===== src/rtl/fib_pkg.sv =====
// Shared constants and FSM state type for the Fibonacci BCD display path.
package fib_pkg;

  // Default binary term width; matches the Fibonacci generator output.
  localparam int unsigned FibWidth    = 12;
  // Default BCD digit count; 10^FibDigits must exceed 2^FibWidth-1.
  localparam int unsigned FibDigits   = 4;
  // Iteration counter width; the counter must be able to hold FibWidth.
  localparam int unsigned FibCntWidth = $clog2(FibWidth + 1);

  typedef enum logic [1:0] {
    StIdle  = 2'd0,
    StShift = 2'd1,
    StDone  = 2'd2
  } fib_state_e;

endpackage


===== src/rtl/bcd_digit_adj.sv =====
// Double-dabble digit correction: add 3 to a BCD digit that is 5 or more.
module bcd_digit_adj (
  input  logic [3:0] digit_i,
  output logic [3:0] digit_o
);

  // 4-bit unsigned add; the result cannot exceed 12 for a valid digit.
  always_comb begin
    digit_o = digit_i;
    if (digit_i >= 4'd5) begin
      digit_o = digit_i + 4'd3;
    end
  end

endmodule


===== src/rtl/fib_bcd_converter.sv =====
// Sequential binary-to-BCD converter (shift-add-3), one bit per cycle, with
// valid/ready handshakes on both sides.
// Optional feature macro: FIB_WRAP_DETECT_EN (flags a term smaller than the
// previously accepted one, i.e. a modulo-2^WIDTH wrap of the sequence).
module fib_bcd_converter
  import fib_pkg::*;
#(
  parameter int unsigned WIDTH  = FibWidth,
  parameter int unsigned DIGITS = FibDigits
) (
  input  logic                  clk,
  input  logic                  rst,
  input  logic                  in_valid,
  output logic                  in_ready,
  input  logic [WIDTH-1:0]      in_data,
  output logic                  out_valid,
  input  logic                  out_ready,
  output logic [4*DIGITS-1:0]   out_bcd,
  output logic                  out_wrap
);

  localparam int unsigned BcdW = 4 * DIGITS;
  localparam int unsigned SrW  = BcdW + WIDTH;
  localparam int unsigned CntW = $clog2(WIDTH + 1);

  fib_state_e        state_q, state_d;
  logic [SrW-1:0]    sr_q, sr_d, sr_adj;
  logic [CntW-1:0]   cnt_q, cnt_d;
  logic [BcdW-1:0]   bcd_q, bcd_d;
  logic              accept;
  logic              finish;

  // Binary bits pass through untouched; only the BCD digits are corrected.
  assign sr_adj[WIDTH-1:0] = sr_q[WIDTH-1:0];

  for (genvar g = 0; g < DIGITS; g++) begin : gen_adj
    bcd_digit_adj u_adj (
      .digit_i (sr_q[WIDTH+4*g +: 4]),
      .digit_o (sr_adj[WIDTH+4*g +: 4])
    );
  end

  assign accept = (state_q == StIdle) && in_valid;
  assign finish = (state_q == StShift) && (cnt_q == CntW'(WIDTH - 1));

  // Next-state and datapath update.
  always_comb begin
    state_d = state_q;
    sr_d    = sr_q;
    cnt_d   = cnt_q;
    bcd_d   = bcd_q;
    unique case (state_q)
      StIdle: begin
        if (accept) begin
          sr_d    = {{BcdW{1'b0}}, in_data};
          cnt_d   = '0;
          state_d = StShift;
        end
      end
      StShift: begin
        sr_d  = {sr_adj[SrW-2:0], 1'b0};
        cnt_d = cnt_q + 1'b1;
        if (finish) begin
          bcd_d   = sr_d[SrW-1 -: BcdW];
          state_d = StDone;
        end
      end
      StDone: begin
        if (out_ready) begin
          state_d = StIdle;
        end
      end
      default: state_d = StIdle;
    endcase
  end

  // State, shift register, counter and result registers.
  always_ff @(posedge clk or posedge rst) begin
    if (rst) begin
      state_q <= StIdle;
      sr_q    <= '0;
      cnt_q   <= '0;
      bcd_q   <= '0;
    end else begin
      state_q <= state_d;
      sr_q    <= sr_d;
      cnt_q   <= cnt_d;
      bcd_q   <= bcd_d;
    end
  end

  assign in_ready  = (state_q == StIdle);
  assign out_valid = (state_q == StDone);
  assign out_bcd   = bcd_q;

`ifdef FIB_WRAP_DETECT_EN
  logic [WIDTH-1:0] prev_q;
  logic             wrap_pend_q;
  logic             wrap_q;

  // Wrap flag is captured at acceptance and published with its BCD result.
  always_ff @(posedge clk or posedge rst) begin
    if (rst) begin
      prev_q      <= '0;
      wrap_pend_q <= 1'b0;
      wrap_q      <= 1'b0;
    end else begin
      if (accept) begin
        prev_q      <= in_data;
        wrap_pend_q <= (in_data < prev_q);
      end
      if (finish) begin
        wrap_q <= wrap_pend_q;
      end
    end
  end

  assign out_wrap = wrap_q;
`else
  assign out_wrap = 1'b0;
`endif

endmodule

===== config.mk =====
export PLATFORM = sky130hd
export DESIGN_NAME = fib_bcd_converter
export DESIGN_NICKNAME = d
export VERILOG_FILES = /design/src/rtl/fib_pkg.sv /design/src/rtl/bcd_digit_adj.sv /design/src/rtl/fib_bcd_converter.sv
export SDC_FILE = /design/constraint.sdc
export NUM_CORES = 1
export LEC_CHECK = 0
export ABC_CLOCK_PERIOD_IN_PS = 1900
export BUFFER_PORTS_ARGS = -buffer_cell sky130_fd_sc_hd__buf_2
export CAP_MARGIN = 20
export CORE_MARGIN = 3
export CORE_UTILIZATION = 55
export CTS_CLUSTER_SIZE = 25
export DETAILED_ROUTE_END_ITERATION = 16
export GPL_ROUTABILITY_DRIVEN = 0
export GPL_TIMING_DRIVEN = 0
export HOLD_SLACK_MARGIN = 0.05
export PLACE_DENSITY = 0.77
export SLEW_MARGIN = 20
export SYNTH_ARGS = -nofsm -noshare
export SYNTH_HDL_FRONTEND = slang
export SYNTH_SLANG_ARGS = --single-unit

===== constraint.sdc =====
create_clock -name clk -period 1.9 [get_ports clk]
set_input_delay 0.38 -clock clk [delete_from_list [all_inputs] [get_ports clk]]
set_output_delay 0.38 -clock clk [all_outputs]
set_load 0.02 [all_outputs]

==> key figures, run 1 <==
Yosys
  – Main combinational cell family by area after synthesis: compound AO/OA/AOI/OAI gates
  – Synth cell types: 28
  – Yosys warnings: 0
  – Syn nets: 265
  – Simple-gate share of the synthesized area: 0.146
  – Post-Synth XOR/XNOR Area: 0.0144
  – Synth Register Bits: 50
  – Synthesized area: 2430 um^2
  – Post-synthesis mux area share: 0.0581
  – Post-synthesis compound-gate area fraction: 0.165
  – Cell count after synthesis: 240
  – Seq/Total Area, Yosys: 0.514
  – Avg Cell Area, Syn: between 10 and 15 um^2
  – Adder-Cell Fraction of Synth Area: 0.0462

Timing
  – Clk_skew: roughly 16 ps
  – Fin. max-slew vios: 0
  – RSZ-0062 raised after global routing: no
  – Final period util: 0.941
  – Setup violators final: 0
  – Fin crit period: between 1500 and 2000 ps
  – Slew Limit Headroom: 0.612
  – Worst slew pin tran: 582 ps
  – Final Hold Vio Count: 0
  – Setup ws final: 112 ps
  – Achievable frequency: between 0.5 and 0.6 GHz

Routing
  – 1st-iter DRT viols: between 70 and 80
  – DRC Markers: 0
  – Avg WL per Cell: roughly 15 um
  – Via count: ~1,900
  – Avg Vias per Cell: roughly 5.6
  – Antenna-violating nets left: 0
  – Post-Route WL: approximately 4900 um
  – Drt pass-1 iters: 4

Setup path
  – Crit path from: state_q[1]$_DFFE_PP0P_
  – R2r setup slk: just under 300 ps
  – Reg2Reg Depth: 6
  – R2R Path End: out_bcd[6]$_DFFE_PP0P_
  – CP max FO: 10
  – Reg2reg start: sr_q[16]$_DFFE_PP0P_
  – Required time of the critical path: 1520 ps
  – Critical Path Source Type: register
  – Setup crit end: in_ready
  – Crit path kind: register to output pin
  – Arrival time worst endpoint: 1410 ps
  – Critical Path Sink Type: output pin

Clock network
  – Clock Path Buffers: 2
  – Clock sink count: 50
  – CTS buffer count: 5
  – Worst skew pair latency: just over 300 ps
  – Post-CTS setup buffers: 0
  – CTS clk-pin slew, worst paths: 90 ps
  – CTS tree: built
  – H-tree depth: 2
  – CTS hold repair buffers: 0
  – CTS Root Cell: clkbuf_8
  – CTS-repair resized insts: 0

Die
  – Row count: 23
  – Initial Util: 0.588
  – DIE HEIGHT: about 73 um
  – Die width: between 70 and 80 um
  – Core ar.: slightly above 4000 um^2
  – I/O pin total: 35
  – Die ar.: between 5000 and 6000 um^2

Global route
  – Initial antenna violation count: 0
  – Met1 Track Usage GR: 0.263
  – Vias in the first global route: ~1,700
  – M3 GR Usage: 0.0402
  – Global-route wire length before repair: 8210 um
  – GRT Util Overall: 0.200
  – Most used routing layer: met2
  – Overflow after GRT: 0
  – Met2 GRT Util: 0.336
  – Largest net degree at the start of global routing: 35

Power
  – Peak supply drop: 914 uV
  – Pwr dens: about 1700 nW/um^2
  – P_leak: between 0.001 and 0.0015 uW

Place
  – DP Worst Slack: roughly 310 ps
  – PortBufs: 33
  – DP Area: about 2700 um^2
  – Dpl hpwl: about 3500 um

Layout
  – Diodes inserted: 0
  – Nets: slightly above 300
  – # fillers: 330
  – Layout cell share with drive strength beyond 1: 0.238
  – Final instance area: roughly 2800 um^2
  – Area Overhead vs Synth: 15.7%

Outcome
  – Status: complete, no violations

Min path
  – HP Class: primary input to asynchronous set/reset pin

Job
  – # Max-Cap Violations: 0
[cells in the final DEF, fill, tap and decap left out, types with 9 or more instances in the layout]
| master | count |
|---|---|
| dfrtp_1 | 50 |
| a21oi_1 | 22 |
| nand2_1 | 24 |
| buf_2 | 40 |
| nor3b_1 | 15 |
| ha_1 | 9 |
| mux2_2 | 9 |
| inv_1 | 11 |
| nor2_1 | 11 |
| a22o_1 | 11 |
| o21ai_0 | 28 |
[logic make-up (layout without fill, tap and decap cells)]
| logic type | after synthesis | in the layout |
|---|---|---|
| compound gates | 69 | 69 |
| xor+xnor | 4 | 4 |
| fa+ha+maj | 9 | 9 |
| buf+inv | 27 | 68 |
| flops | 50 | 50 |
| mux | 13 | 13 |
| other cells | 1 | 1 |
| simple gates | 67 | 67 |
[metrics by stage]
step	util	setup TNS [ps]	total power (uW)	instances	hold WS (ps)
floorplan	-	0	3430	240	450
global placement	0.643	-17090	3910	323	461
detailed placement	0.647	0	4010	324	386
CTS	0.681	0	4910	332	54.5
global route	0.680	0	5240	331	65.9
finish	0.680	0	4860	331	52.5
[worst max-delay path: stages (launching register included)]
cell	delay [ps]
dfrtp_1	350
buf_2	190
clkbuf_1	320
nor2_1	80
buf_2	170
[Yosys cell counts, drive strengths merged]
cell | instances | area [um^2]
xnor2 | 4 | 35.0
nand3 | 1 | 5.00
clkbuf | 3 | 11.3
o21ai | 28 | 140
nand2 | 24 | 90.1
inv | 12 | 45.0
a22o | 11 | 96.3
mux2i | 4 | 40.0
nor2b | 2 | 12.5
a21o | 2 | 15.0
nor3 | 5 | 25.0
o21bai | 1 | 7.51
nand2b | 5 | 31.3
nor2 | 11 | 41.3
a21oi | 22 | 110
ha | 9 | 113
a31oi | 4 | 25.0
and4 | 1 | 11.3
dfrtp | 50 | 1250
a41oi | 1 | 8.76
buf | 12 | 76.3
nor3b | 15 | 113
mux2 | 9 | 101
or3b | 3 | 26.3
conb | 1 | 3.75
[layer usage]
| layer | wire length [um] | part of all wire | vias to the layer above |
|---|---|---|---|
| met5 | 0 | 0 | - |
| met2 | 2440 | 0.49 | 40 |
| met3 | 157 | 0.032 | 5 |
| met4 | 47 | 0.0095 | 0 |
| met1 | 2290 | 0.46 | 901 |
| li1 | - | - | 912 |
[power by group]
| part | switching (uW) | internal, uW |
|---|---|---|
| logic | 1160 | 925 |
| registers | 343 | 1530 |
| clock network | 369 | 528 |
[cell type report]
| class | count | area, um^2 | area share |
|---|---|---|---|
| Tap cell | 50 | 62.6 | 0.0222 |
| Clock inverter | 3 | 68.8 | 0.0244 |
| Sequential cell | 50 | 1250 | 0.444 |
| Timing Repair Buffer | 34 | 185 | 0.0657 |
| Buffer | 14 | 83.8 | 0.0298 |
| Multi-Input combinational cell | 163 | 1050 | 0.373 |
| Inverter | 12 | 45.0 | 0.0160 |
| Clock buffer | 5 | 68.8 | 0.0244 |
[sequential cells by signal (all words and copies together) (netlist names)]
name,flops
sr_q,28
state_q,2
out_bcd,16
cnt_q,4
[worst min-delay path by stage]
stage	from	end	slack [ps]	cells after the start
floorplan	sr_q[10]$_DFFE_PP0P_	sr_q[10]$_DFFE_PP0P_	450	2
global placement	sr_q[6]$_DFFE_PP0P_	sr_q[6]$_DFFE_PP0P_	460	2
detailed placement	rst	out_bcd[5]$_DFFE_PP0P_	390	2
CTS	rst	cnt_q[2]$_DFFE_PP0P_	50	2
global route	rst	sr_q[7]$_DFFE_PP0P_	70	2
finish	rst	out_bcd[5]$_DFFE_PP0P_	50	2
(Power assumes the default switching activity.)
==> inputs of run 2 (changes only) <==
--- a/config.mk
+++ b/config.mk
@@ -16,6 +16,7 @@
 export GPL_TIMING_DRIVEN = 0
 export HOLD_SLACK_MARGIN = 0.05
 export PLACE_DENSITY = 0.77
+export SETUP_SLACK_MARGIN = 0.2
 export SLEW_MARGIN = 20
 export SYNTH_ARGS = -nofsm -noshare
 export SYNTH_HDL_FRONTEND = slang
==> run 2 against run 1 <==
Net effect: via count fell by 0.43%; non-clock buffer count up 1; core utilization rose by 0.72 points; die area stayed put; clock power about the same; combinational power is 2% higher; clock-buffer cell count is the same; first-iteration DRC count grew 15%; register-to-register slack about the same; worst hold slack worse by 2.4 ps; critical path type unchanged.
==> key figures, run 2 (same netlist as run 1, synthesis figures left out) <==
Power
  – Switching share of power: 0.386 (about the same)
  – Pwr dens: 1720 nW/um^2 (about the same)
  – Peak supply drop: 905 uV (-1.0%)
  – Comb pwr share: 0.433 (+0.003)
  – Clock network fraction of total power: 0.182 (-0.002)
  – P_leak: 0.00135 uW (+0.95%)
  – Pint: 3010 uW (+0.92%)
  – Sequential share of power: 0.384 (-0.002)
  – Total power: 4910 uW (+0.98%)
  – Sw power: 1890 uW (+1.1%)

Global route
  – Global-route wire length before repair: 8240 um (+0.33%)
  – Overflow after GRT: 0 (unchanged)
  – Vias in the first global route: 1,753 (+0.63%)
  – Initial antenna violation count: 0 (unchanged)
  – GRT Util Overall: 0.201 (+0.000882)
  – Largest net degree at the start of global routing: 35 (unchanged)

Setup path
  – Crit path kind: register to output pin
  – Reg2reg start: sr_q[16]$_DFFE_PP0P_
  – Reg2Reg Depth: 6 (unchanged)
  – R2r setup slk: 290 ps (about the same)
  – CP max FO: 10 (unchanged)
  – Critical Path Sink Type: output pin
  – Critical Path Source Type: register
  – Crit path from: state_q[1]$_DFFE_PP0P_
  – R2R Path End: out_bcd[6]$_DFFE_PP0P_
  – Arrival time worst endpoint: 1290 ps (-120 ps)
  – Required time of the critical path: 1520 ps (about the same)
  – Setup crit end: in_ready

Layout
  – Area Overhead vs Synth: 16.9%
  – Layout cell share with drive strength beyond 1: 0.252 (+0.0133)
  – Nets: 306 (+0.33%)
  – Max reg flops: 28 (unchanged)
  – Final Core Density: 0.687 (+0.00725)
  – Diodes inserted: 0 (unchanged)
  – Commonest non-fill, non-tap cell in the layout: dfrtp_1
  – Register bank with the most flops: sr_q
  – Most frequent cells in the layout: dfrtp_1 (50), buf_2 (37), o21ai_0 (28)
  – Final instance area: 2850 um^2 (+1.1%)

Routing
  – Antenna-violating nets left: 0 (unchanged)
  – DRC Markers: 0 (unchanged)
  – Avg WL per Cell: 15.0 um (+0.57%)
  – 1st-iter DRT viols: 83 (+15%)
  – Post-Route WL: 4970 um (+0.87%)
  – Via count: 1,850 (-0.43%)
  – Drt pass-1 iters: 4 (unchanged)
  – Avg Vias per Cell: 5.57 (-0.73%)

Clock network
  – CTS Root Cell: clkbuf_8
  – Clock sink count: 50 (unchanged)
  – CTS tree: built
  – CTS hold repair buffers: 0 (unchanged)
  – H-tree depth: 2 (unchanged)
  – CTS clk-pin slew, worst paths: 90 ps (about the same)
  – Clock Path Buffers: 2 (unchanged)
  – Worst skew pair latency: 310 ps (about the same)
  – Post-CTS setup buffers: 0 (unchanged)
  – CTS buffer count: 5 (unchanged)

Job
  – # Max-Cap Violations: 0 (unchanged)

Die
  – Row count: 23 (unchanged)
  – Initial Util: 0.588 (unchanged)
  – DIE HEIGHT: 72.5 um (unchanged)
  – Die width: 72.5 um (unchanged)
  – Core ar.: 4140 um^2 (unchanged)
  – Die ar.: 5260 um^2 (unchanged)
  – I/O pin total: 35 (unchanged)

Timing
  – Clk_skew: 15.5 ps (-0.565 ps)
  – Final Hold Vio Count: 0 (unchanged)
  – Setup ws final: 232 ps (+120 ps)
  – Fin. max-slew vios: 0 (unchanged)
  – Worst slew pin tran: 592 ps (+9.60 ps)
  – Fin crit period: 1670 ps (-120 ps)
  – Setup violators final: 0 (unchanged)
  – Achievable frequency: 0.599 GHz (+7.2%)
  – RSZ-0062 raised after global routing: yes
  – Final period util: 0.878 (-0.0629)
  – Slew Limit Headroom: 0.606 (-0.00640)

Place
  – DP Worst Slack: 306 ps (unchanged)
  – DP Area: 2680 um^2 (unchanged)
  – Dpl hpwl: 3530 um (unchanged)
  – PortBufs: 33 (unchanged)

Outcome
  – Status: complete, no violations

Min path
  – HP Class: primary input to asynchronous set/reset pin
[run 2: cell count changes in the layout (fill, tap and decap cells not counted)]
cell,change
buf_6,+1
buf_2,-3
buf_4,+4
clkbuf_1,-1
a21oi_1,-2
a21oi_2,+2
[run 2: worst min path at each step]
stage          cells past startpoint                 start                      to  slack (ps)
6_report                           2                   rst  out_bcd[5]$_DFFE_PP0P_          50
5_1_grt                            2                   rst     sr_q[7]$_DFFE_PP0P_          70
3_5_place_dp                       2                   rst  out_bcd[5]$_DFFE_PP0P_         390
2_1_floorplan                      2  sr_q[10]$_DFFE_PP0P_    sr_q[10]$_DFFE_PP0P_         450
3_3_place_gp                       2   sr_q[6]$_DFFE_PP0P_     sr_q[6]$_DFFE_PP0P_         460
4_1_cts                            2                   rst    cnt_q[2]$_DFFE_PP0P_          50
[run 2: worst max-delay path, stage by stage (launching register included)]
cell	delay (ps)
dfrtp_1	400
buf_4	170
buf_4	170
nor2_1	110
buf_4	140
[run 2: final cells by class]
cell class / instances / area, um^2
timing repair buffer: 34 / 188
sequential: 50 / 1250
clock buffer: 5 / 68.8
buffer: 15 / 104
fill: 326 / 1300
multi-input combinational: 163 / 1060
clock inverter: 3 / 68.8
inverter: 12 / 45.0
tap: 50 / 62.6
[run 2: timing repair]
| item | in CTS | in global routing |
|---|---|---|
| cloned | 0 | 0 |
| gates resized for setup | 6 | 6 |
| endpoints found under the setup margin | 1 | 6 |
[run 2: layer usage]
metal,vias to the layer above,GRT usage,wire length (um)
li1,915,-,-
met1,887,0.267,2310
met2,40,0.335,2420
met3,8,0.0402,178
met4,0,0.0594,63
met5,-,0,0
[run 2: power by group through the flow]
| stage | Sequential (uW) | Combinational (uW) | Clock [uW] |
|---|---|---|---|
| 6_report | 1890 | 2130 | 896 |
| 2_1_floorplan | 2030 | 1390 | 0 |
| 3_3_place_gp | 1880 | 2030 | 0 |
| 5_1_grt | 1950 | 2390 | 948 |
| 4_1_cts | 1880 | 2130 | 913 |
| 3_5_place_dp | 1900 | 2110 | 0 |
[run 2: metrics by stage]
| stage | setup TNS, ps | hold WS (ps) | std cells |
|---|---|---|---|
| 2_1_floorplan | 0 | 450 | 240 |
| 3_3_place_gp | -17090 | 461 | 323 |
| 3_5_place_dp | 0 | 386 | 324 |
| 4_1_cts | 0 | 54.5 | 332 |
| 5_1_grt | 0 | 65.9 | 332 |
| 6_report | 0 | 50.1 | 332 |
